==> config.mk <==
export PLATFORM = sky130hd
export DESIGN_NAME = seq_detect_param
export DESIGN_NICKNAME = d
export VERILOG_FILES = /design/src/rtl/seq_detect_param.sv
export SDC_FILE = /design/constraint.sdc
export NUM_CORES = 1
export LEC_CHECK = 0
export CAP_MARGIN = 40
export CORE_MARGIN = 4
export CORE_UTILIZATION = 30
export CTS_CLUSTER_DIAMETER = 150
export DETAILED_ROUTE_END_ITERATION = 12
export GPL_ROUTABILITY_DRIVEN = 0
export SKIP_CTS_REPAIR_TIMING = 1
export SLEW_MARGIN = 30
export SYNTH_ARGS = -nofsm -noshare
export SYNTH_HDL_FRONTEND = slang
export SYNTH_SLANG_ARGS = --single-unit
==> constraint.sdc <==
create_clock -name clk -period 1.7 [get_ports clk]
set_input_delay 0.34 -clock clk [delete_from_list [all_inputs] [get_ports clk]]
set_output_delay 0.34 -clock clk [all_outputs]
set_load 0.1 [all_outputs]
==> src/rtl/seq_detect_param.sv <==
// Serial pattern detector (Mealy) for a compile-time PATTERN of SEQ_LEN bits, with
// KMP mismatch fallback, runtime overlap mode, valid qualifier and saturating match count.
module seq_detect_param #(
    parameter int unsigned          SEQ_LEN = 4,
    parameter logic [SEQ_LEN-1:0]   PATTERN = 4'b1001,
    parameter int unsigned          CNT_W   = 8
) (
    input  logic             clk,
    input  logic             rst_n,
    input  logic             x,
    input  logic             x_valid,
    input  logic             overlap,
    input  logic             clear_cnt,
    output logic             z,
    output logic             z_q,
    output logic [CNT_W-1:0] match_cnt,
    output logic             cnt_sat
);

    localparam int unsigned SW = $clog2(SEQ_LEN);
    localparam logic [SW-1:0] LAST = SW'(SEQ_LEN - 1);
    localparam logic [CNT_W-1:0] CNT_MAX = {CNT_W{1'b1}};

    function automatic logic pbit(input int unsigned i);
        logic [SEQ_LEN-1:0] t;
        t = PATTERN >> i;
        return t[0];
    endfunction

    // Longest prefix of PATTERN that is a suffix of (first s pattern bits, then b), capped
    // below SEQ_LEN; covers extension, mismatch fallback and the overlap border alike.
    function automatic logic [SW-1:0] kmp_next(input int unsigned s, input logic b);
        int unsigned best;
        int unsigned h;
        logic        ok;
        logic        hb;
        best = 0;
        for (int unsigned k = 1; k <= s + 1 && k < SEQ_LEN; k++) begin
            ok = 1'b1;
            for (int unsigned j = 0; j < k; j++) begin
                h  = s + 1 - k + j;
                hb = (h == s) ? b : pbit(SEQ_LEN - 1 - h);
                if (hb != pbit(SEQ_LEN - 1 - j)) ok = 1'b0;
            end
            if (ok) best = k;
        end
        return SW'(best);
    endfunction

    localparam logic [SW-1:0] BORDER = kmp_next(SEQ_LEN - 1, PATTERN[0]);

    logic [SW-1:0] nxt0 [SEQ_LEN];
    logic [SW-1:0] nxt1 [SEQ_LEN];

    for (genvar g = 0; g < SEQ_LEN; g++) begin : g_tbl
        assign nxt0[g] = kmp_next(g, 1'b0);
        assign nxt1[g] = kmp_next(g, 1'b1);
    end

    logic [SW-1:0]    state_q, state_d;
    logic [CNT_W-1:0] cnt_q, cnt_d;
    logic             sat_q, sat_d;
    logic             zreg_q;
    logic             hit;

    always_comb begin
        hit     = x_valid && (state_q == LAST) && (x == PATTERN[0]);
        state_d = state_q;
        if (x_valid) begin
            if (hit) begin
                state_d = overlap ? BORDER : '0;
            end else begin
                state_d = x ? nxt1[state_q] : nxt0[state_q];
            end
        end
    end

    // Clear has priority over a coincident match.
    always_comb begin
        cnt_d = cnt_q;
        sat_d = sat_q;
        if (clear_cnt) begin
            cnt_d = '0;
            sat_d = 1'b0;
        end else if (hit && (cnt_q != CNT_MAX)) begin
            cnt_d = cnt_q + 1'b1;
            if (cnt_d == CNT_MAX) sat_d = 1'b1;
        end
    end

    always_ff @(posedge clk or negedge rst_n) begin
        if (!rst_n) begin
            state_q <= '0;
            cnt_q   <= '0;
            sat_q   <= 1'b0;
            zreg_q  <= 1'b0;
        end else begin
            state_q <= state_d;
            cnt_q   <= cnt_d;
            sat_q   <= sat_d;
            zreg_q  <= hit;
        end
    end

    assign z         = hit;
    assign z_q       = zreg_q;
    assign match_cnt = cnt_q;
    assign cnt_sat   = sat_q;

endmodule

# Word level (Yosys, flattened, before mapping)
# Index checks and enable logic that the tools add are counted.
# op_classes
add_sub_neg	1
n_lt_le_gt_ge	1
n_eq_ne	3
n_mux	14
bitwise_logic	1
reduce_logical	6
# ops
operator	n
two-way mux 8 bit	2
two-way mux 2 bit	6
adder 8 x 1 -> 8 bit (second input constant)	1
binary-select mux 2 bit (select 2 bit)	2
equality test 8 bit (second input constant)	1
!= test 8 bit (second input constant)	1
two-way mux 1 bit	4
nonzero test 2 bit	2
>= comparator 3 bit (second input constant)	1
logical AND 1 bit	3
inverter 2 -> 3 bit	1
equality test 2 bit (second input constant)	1
AND reduction 2 bit	1
# totals
reg_bits	12
input_bits	6
output_inout_bits	11
elab_cells	30

# Depth between registers and ports, before layout
# Gate-level depths: netlist of the first run.
# logic_depth
word_depth	6
ltp_mapped	6
mapped_depth_nobuf	6

# Worst setup path after synthesis of the first run
# OpenSTA, ideal clock, no wires.
# synth_path
kind	register to register
start	register cnt_q[0] (netlist: match_cnt[0])
end	register cnt_q[2] (netlist: match_cnt[2])
setup_time_ns	0.074
t_arrival_ns	2.102
slack_ns	-0.477
path_stages_with_launch	6
period_less_slack_ns	2.177
cell_sequence	dfrtp_1 -> ha_1 -> nand3_1 -> o21a_2 -> a21bo_1 -> a21oi_2
# synth_via
elab_chain_cells	3
elab_cells_between_ends	6
classes_between	add/sub (1); eq/ne (1); mux (2); reduce/logical (2)
# synth_rtl
element	line	text
from (decl)	61	logic [CNT_W-1:0] cnt_q, cnt_d;
from (signal assigned)	99	cnt_q <= cnt_d;
adder 8 x 1 -> 8 bit / != test 8 bit (equally long branches)	86, 85	
two-way mux 8 bit / logical AND 1 bit (equally long branches)	85	end else if (hit && (cnt_q != CNT_MAX)) begin
two-way mux 8 bit / nonzero test 2 bit (equally long branches)	--	
# Several ways; a longest one is shown, not always the timed one. The select of a mux whose other input is x is not followed.
# A chain may end at the register's enable or synchronous reset.

# Worst setup path after layout of the first run
# layout_path
start	input port x
end	output port z
# layout_via
elab_chain_cells	1
# layout_rtl
element	line	text
from (decl)	10	input logic x,
logical AND 1 bit	67	hit = x_valid && (state_q == LAST) && (x == PATTERN[0]);
to (decl)	14	output logic z,
# Every way passes these cells.

==> impl_metrics.py, run 1 <==
metrics = {
    "synthesis": {
        "synth_top_area_share_pct": 42.4,
        "ys_warn_count": 0,
        "syn_inst": 69,
        "synth_top_family_by_area": "simple AND/OR/NAND/NOR gates",
        "synth_common_cells": "12 x dfrtp_1, 8 x nor2_1, 4 x ha_1, 4 x nand3_1, 4 x xor2_1",
        "synth_adder_area_share_pct": 7.07,
        "synth_compound_area_share_pct": 15.2,
        "yosysTopAreaCell": "dfrtp_1",
        "ys_seq_area_share_pct": 42.4,
        "avgSynthCellArea_um2": 10.3,
        "muxShareOfSynthArea_pct": 1.59,
        "synth_edf_count": 0,
        "ys_ff_latch": 12,
        "synthesis.nets": 79,
        "synth_area_um2": 708,
        "synthSimpleGateAreaFrac_pct": 22.4,
        "yosys_most_used_dff": "dfrtp_1",
        "yosysMostFrequentCell": "dfrtp_1",
        "synthTopCellsByArea": "dfrtp_1 42%, ha_1 7.1%, xor2_1 4.9%",
        "async_reset_ff_share_pct": 100,
        "ys_types": 30,
        "synth_xor_area_share_pct": 8.66,
    },
    "finish": {
        "final_nets": 105,
        "num_antenna_cells": 0,
        "design_area_mm2": 0.00112,
        "drive_gt1_share_pct": 41.5,
        "fill_cells": 214,
        "area_delta_synth_final_pct": 58.0,
    },
    "timing": {
        "layout_min_cycle_time_ns": 1.62,
        "drv_slew": 0,
        "finalSetupTns_ns": 0,
        "finalHoldViolations": 0,
        "setup_viol": 0,
        "tightest_slew_ns": 0.515,
        "rsz0062_at_grt": "false",
        "slew_headroom_pct": 65.6,
        "fmax_mhz": 616,
        "fin_crit_sh_pct": 95.5,
        "skew_ns": 0.00216,
    },
    "worst_setup_path": {
        "worst_path_largest_cell_delay_ns": 0.50,
        "reg2reg_depth": 5,
        "startpoint_type": "input pin",
        "slowest_stage": "clkdlybuf4s50_1",
        "crit_path_cell_trace": "clkdlybuf4s50_1, nand3_2, inv_2, buf_12",
        "r2r_slack_ns": 0.19,
        "crit_cells": 4,
        "worstPathArrival_ns": 1.28,
        "crit_buf_inv": 3,
        "path_delay_family": "buffers and inverters",
        "rr_endpoint": "match_cnt[2]$_DFFE_PN0P_",
        "crit_fanout": 6,
        "critPathKind": "input pin to primary output",
        "crit_required_ns": 1.36,
        "worstReg2RegStart": "match_cnt[0]$_DFFE_PN0P_",
        "endpoint_kind": "primary output",
    },
    "detailed_routing": {
        "ant_nets": 0,
        "routed_wl_um": 1500,
        "drc": 0,
        "avgViaCountPerCell": 4.82,
        "num_vias": 588,
        "dr.pass1.iters": 2,
        "first_iter_violations": 2,
        "wl_per_cell_um": 12.3,
    },
    "cts": {
        "h-tree-depth": 1,
        "clkTransAtPathRegs_ns": 0.08,
        "clk_latency_ns": 0.27,
        "numCtsBuffers": 3,
        "ctsLongestPathBuffers": 2,
        "cts_tree": "done",
        "cts.sinks": 12,
        "clockRootBuffer": "clkbuf_4",
    },
    "global_routing": {
        "grt_pass1_wl_um": 2670,
        "antenna_found_initial": 0,
        "busiest_layer": "met2",
        "use_met2_pct": 16.2,
        "globalRouteMet3Util_pct": 2.30,
        "grt_overflow": 0,
        "gr-usage-met1_pct": 14.6,
        "grt_max_degree": 13,
        "grt_usage_pct": 10.6,
        "grt_pass1_vias": 597,
    },
    "floorplanning": {
        "dieArea_mm2": 0.00320,
        "die_x_um": 56.6,
        "initial_core_util_pct": 31.7,
        "coreArea_mm2": 0.00223,
        "fp-row-count": 17,
        "dieHeight_um": 56.6,
        "pin_count": 17,
    },
    "run_status": {
        "outcome": "finished clean",
    },
    "power_and_ir_drop": {
        "p_leak_nw": 0.464,
        "power_density_mw_per_mm2": 589,
        "total_power_w": 0.000659,
        "vdd_drop_max_mv": 0.350,
    },
    "placement": {
        "dp_hpwl_um": 1150,
        "placed_area_mm2": 0.00105,
        "portBuffers": 16,
    },
    "min_path": {
        "hp-class": "input pin to asynchronous set/reset pin",
    },
    "flow_run": {
        "cap_viol_max_count": 0,
    },
}
-- per-stage QoR --
stage,utilization (%),hold slack (ns),worst slack [ns],instances
3_3_place_gp,47.0,0.528,0.0231,115
2_1_floorplan,-,0.0444,0.00588,69
6_report,50.1,0.406,0.0762,122
4_1_cts,48.6,0.427,0.0168,119
3_5_place_dp,47.0,0.536,0.0125,115
5_1_grt,50.1,0.436,0.00438,122
-- per-layer routing --
layer,share of wire [%],vias up
met5,0,-
met4,1.0,0
met3,3.8,2
met2,49,12
met1,46,276
li1,-,298
-- final cells by class --
type                    count  area (um2)  area share, %
multi-input cells          52         402           35.9
inverters                   4        15.0           1.34
well taps                  28        35.0           3.13
flip-flops and latches     12         315           28.2
clock buffers               4        36.3           3.24
repair buffers             22         315           28.2
-- cell usage in the layout, fill, tap and decap left out, types with 3 or more instances in the layout --
master           Yosys  final
buf_4                0      6
dfrtp_1             12      4
xnor2_1              3      3
clkbuf_4             0      3
nor2_1               8      8
nor3_1               3      3
inv_1                3      3
xor2_1               4      4
ha_1                 4      3
buf_12               0     11
clkdlybuf4s50_1      0      5
dfrtp_2              0      6
-- registers in the layout (all words and copies together) (netlist names) --
signal and flops:
cnt_sat 1, z_q 1, state_q 2, match_cnt 8
-- worst max-delay path by stage --
stage	slack (ns)	startpoint	endpoint
finish	0.08	x	z
global route	0.004	state_q[1]$_DFFE_PN0P_	z
CTS	0.02	x	z
detailed placement	0.01	x	match_cnt[1]$_DFFE_PN0P_
global placement	0.02	x	z
floorplan	0.006	match_cnt[1]$_DFFE_PN0P_	match_cnt[2]$_DFFE_PN0P_
-- report_power, final --
group          internal, W  switching [W]  leakage, nW
clock             0.000130      0.0000961       0.0210
sequential        0.000300      0.0000123        0.150
combinational    0.0000541      0.0000669        0.292
total             0.000484       0.000175        0.464
-- logic make-up after synthesis --
logic type,count (synthesis)
fa+ha+maj,4
buf+inv,5
flops,12
mux,1
simple gates,26
compound gates,14
xor+xnor,7
Note: power is estimated with default switching activity, not from simulation.
==> run 2: changes to the inputs <==
--- a/config.mk
+++ b/config.mk
@@ -5,7 +5,7 @@
 export SDC_FILE = /design/constraint.sdc
 export NUM_CORES = 1
 export LEC_CHECK = 0
-export CAP_MARGIN = 40
+export CAP_MARGIN = 20
 export CORE_MARGIN = 4
 export CORE_UTILIZATION = 30
 export CTS_CLUSTER_DIAMETER = 150
==> results of run 2 <==
Final layout, timing and power as in run 1 (identical DEF).
==> run 3: changes to the inputs <==
--- a/config.mk
+++ b/config.mk
@@ -5,6 +5,7 @@
 export SDC_FILE = /design/constraint.sdc
 export NUM_CORES = 1
 export LEC_CHECK = 0
+export ABC_AREA = 1
 export CAP_MARGIN = 20
 export CORE_MARGIN = 4
 export CORE_UTILIZATION = 30
==> impl_metrics.py, run 3 <==
metrics = {
    "synthesis": {
        "ys_ff_latch": 12,
        "synth_top_family_by_area": "simple AND/OR/NAND/NOR gates",
        "synth_area_um2": 698,
        "synth_edf_count": 0,
        "synth_top_area_share_pct": 43.0,
        "yosysMostFrequentCell": "nand2_1",
        "ys_seq_area_share_pct": 43.0,
        "synth_adder_area_share_pct": 7.17,
        "yosysTopAreaCell": "dfrtp_1",
        "synth_xor_area_share_pct": 0,
        "synthesis.nets": 97,
        "muxShareOfSynthArea_pct": 0,
        "async_reset_ff_share_pct": 100,
        "ys_types": 19,
        "synthTopCellsByArea": "dfrtp_1 43%, nand2_1 9.1%, nand3_1 8.6%",
        "synth_common_cells": "17 x nand2_1, 12 x dfrtp_1, 12 x nand3_1",
        "yosys_most_used_dff": "dfrtp_1",
        "avgSynthCellArea_um2": 8.02,
        "syn_inst": 87,
        "synthSimpleGateAreaFrac_pct": 32.3,
        "ys_warn_count": 0,
        "synth_compound_area_share_pct": 11.6,
    },
    "flow_run": {
        "cap_viol_max_count": 0,
    },
    "cts": {
        "numCtsBuffers": 3,
        "clkTransAtPathRegs_ns": 0.09,
        "cts_tree": "done",
        "cts.sinks": 12,
        "h-tree-depth": 1,
        "ctsLongestPathBuffers": 2,
        "clk_latency_ns": 0.28,
        "clockRootBuffer": "clkbuf_4",
    },
    "worst_setup_path": {
        "startpoint_type": "input pin",
        "crit_fanout": 4,
        "worstReg2RegStart": "match_cnt[0]$_DFFE_PN0P_",
        "worstPathArrival_ns": 1.29,
        "cp-startpoint": "x_valid",
        "crit_required_ns": 1.36,
        "r2r_slack_ns": 0.15,
        "endpoint_kind": "primary output",
        "critPathKind": "input pin to primary output",
        "reg2reg_depth": 8,
        "rr_endpoint": "match_cnt[2]$_DFFE_PN0P_",
    },
    "detailed_routing": {
        "routed_wl_um": 1600,
        "first_iter_violations": 9,
        "wl_per_cell_um": 11.5,
        "ant_nets": 0,
        "avgViaCountPerCell": 4.71,
        "dr.pass1.iters": 4,
        "num_vias": 655,
        "drc": 0,
    },
    "timing": {
        "rsz0062_at_grt": "false",
        "fmax_mhz": 615,
        "fin_crit_sh_pct": 95.7,
        "layout_min_cycle_time_ns": 1.63,
        "tightest_slew_ns": 0.280,
        "drv_slew": 0,
        "holdWs_ns": 0.353,
        "setup_viol": 0,
        "skew_ns": 0.0115,
        "slew_headroom_pct": 81.3,
        "finalHoldViolations": 0,
    },
    "global_routing": {
        "grt_overflow": 0,
        "grt_pass1_vias": 620,
        "grt_max_degree": 13,
        "grt_pass1_wl_um": 2660,
        "antenna_found_initial": 0,
        "grt_usage_pct": 10.8,
    },
    "power_and_ir_drop": {
        "switching_power_w": 0.000178,
        "switching_share_pct": 27.5,
        "vdd_drop_max_mv": 0.431,
        "total_power_w": 0.000647,
        "comb_power_share_pct": 16.3,
        "p_leak_nw": 0.443,
        "power_density_mw_per_mm2": 591,
        "pwr-share-seq_pct": 47.2,
        "p_int_w": 0.000469,
        "clock_power_share_pct": 36.5,
    },
    "run_status": {
        "outcome": "finished clean",
    },
    "finish": {
        "fill_cells": 221,
        "final_common_cell": "nand2_1",
        "design_area_mm2": 0.00109,
        "multi_input_area_um2": 367,
        "area_delta_synth_final_pct": 56.8,
        "instances_no_fill": 139,
        "regArea_um2": 315,
        "final_nets": 122,
        "num_antenna_cells": 0,
        "final_util_pct": 49.5,
        "largest_register_ff_count": 8,
        "drive_gt1_share_pct": 33.3,
        "layout_common_cells": "16 x nand2_1, 12 x nand3_1, 11 x buf_12",
    },
    "placement": {
        "portBuffers": 16,
        "place_inst": 132,
        "dp_hpwl_um": 1200,
        "placed_area_mm2": 0.00103,
    },
    "floorplanning": {
        "pin_count": 17,
        "die_x_um": 56.2,
        "fp-row-count": 17,
        "coreArea_mm2": 0.00221,
        "dieHeight_um": 56.2,
        "initial_core_util_pct": 31.6,
        "dieArea_mm2": 0.00316,
    },
    "min_path": {
        "hp-class": "input pin to asynchronous set/reset pin",
    },
}
-- run 3: kinds of logic after synthesis --
family	count (synthesis)
AND/OR/NAND/NOR	47
AO/OA/AOI/OAI	13
flip-flops	12
buffers and inverters	11
adder cells (fa/ha/maj)	4
-- run 3: how the worst max path moves through the flow --
stage / end / depth (start not counted)
2_1_floorplan: match_cnt[7]$_DFFE_PN0P_ / 7
6_report: z / 4
3_3_place_gp: z / 4
5_1_grt: match_cnt[7]$_DFFE_PN0P_ / 8
4_1_cts: z / 4
3_5_place_dp: match_cnt[4]$_DFFE_PN0P_ / 7
-- run 3: cell type report --
cell class                 instances  area share [%]
multi-input combinational         64            33.5
clock buffer                       4            3.31
inverter                          11            3.77
timing repair buffer              20            27.4
tap                               28            3.20
sequential                        12            28.8
-- run 3: power groups by stage --
stage / Combinational, W / Sequential (W) / Clock, W
global placement: 0.000101 / 0.000310 / 0
CTS: 0.000104 / 0.000305 / 0.000245
floorplan: 0.0000428 / 0.000325 / 0
finish: 0.000105 / 0.000305 / 0.000236
global route: 0.000115 / 0.000307 / 0.000253
detailed placement: 0.000104 / 0.000311 / 0
-- run 3: metrics by stage --
| stage | setup slack, ns | setup TNS [ns] |
|---|---|---|
| detailed placement | -0.0252 | -0.0942 |
| floorplan | 0.00702 | 0 |
| CTS | -0.00884 | -0.00884 |
| finish | 0.0738 | 0 |
| global route | 0.000997 | 0 |
| global placement | 0.00801 | 0 |
-- run 3: metal layers --
| layer | up-vias | GRT usage (%) | wire length (um) |
|---|---|---|---|
| met4 | 0 | 6.10 | 46 |
| met5 | - | 0 | 0 |
| li1 | 336 | - | - |
| met2 | 20 | 16.2 | 734 |
| met1 | 294 | 13.7 | 738 |
| met3 | 5 | 3.25 | 78 |
-- run 3: critical path, cell delays in order --
cell	delay, ns
clkdlybuf4s50_1	0.53
nand2_2	0.09
nor2_4	0.13
buf_12	0.19
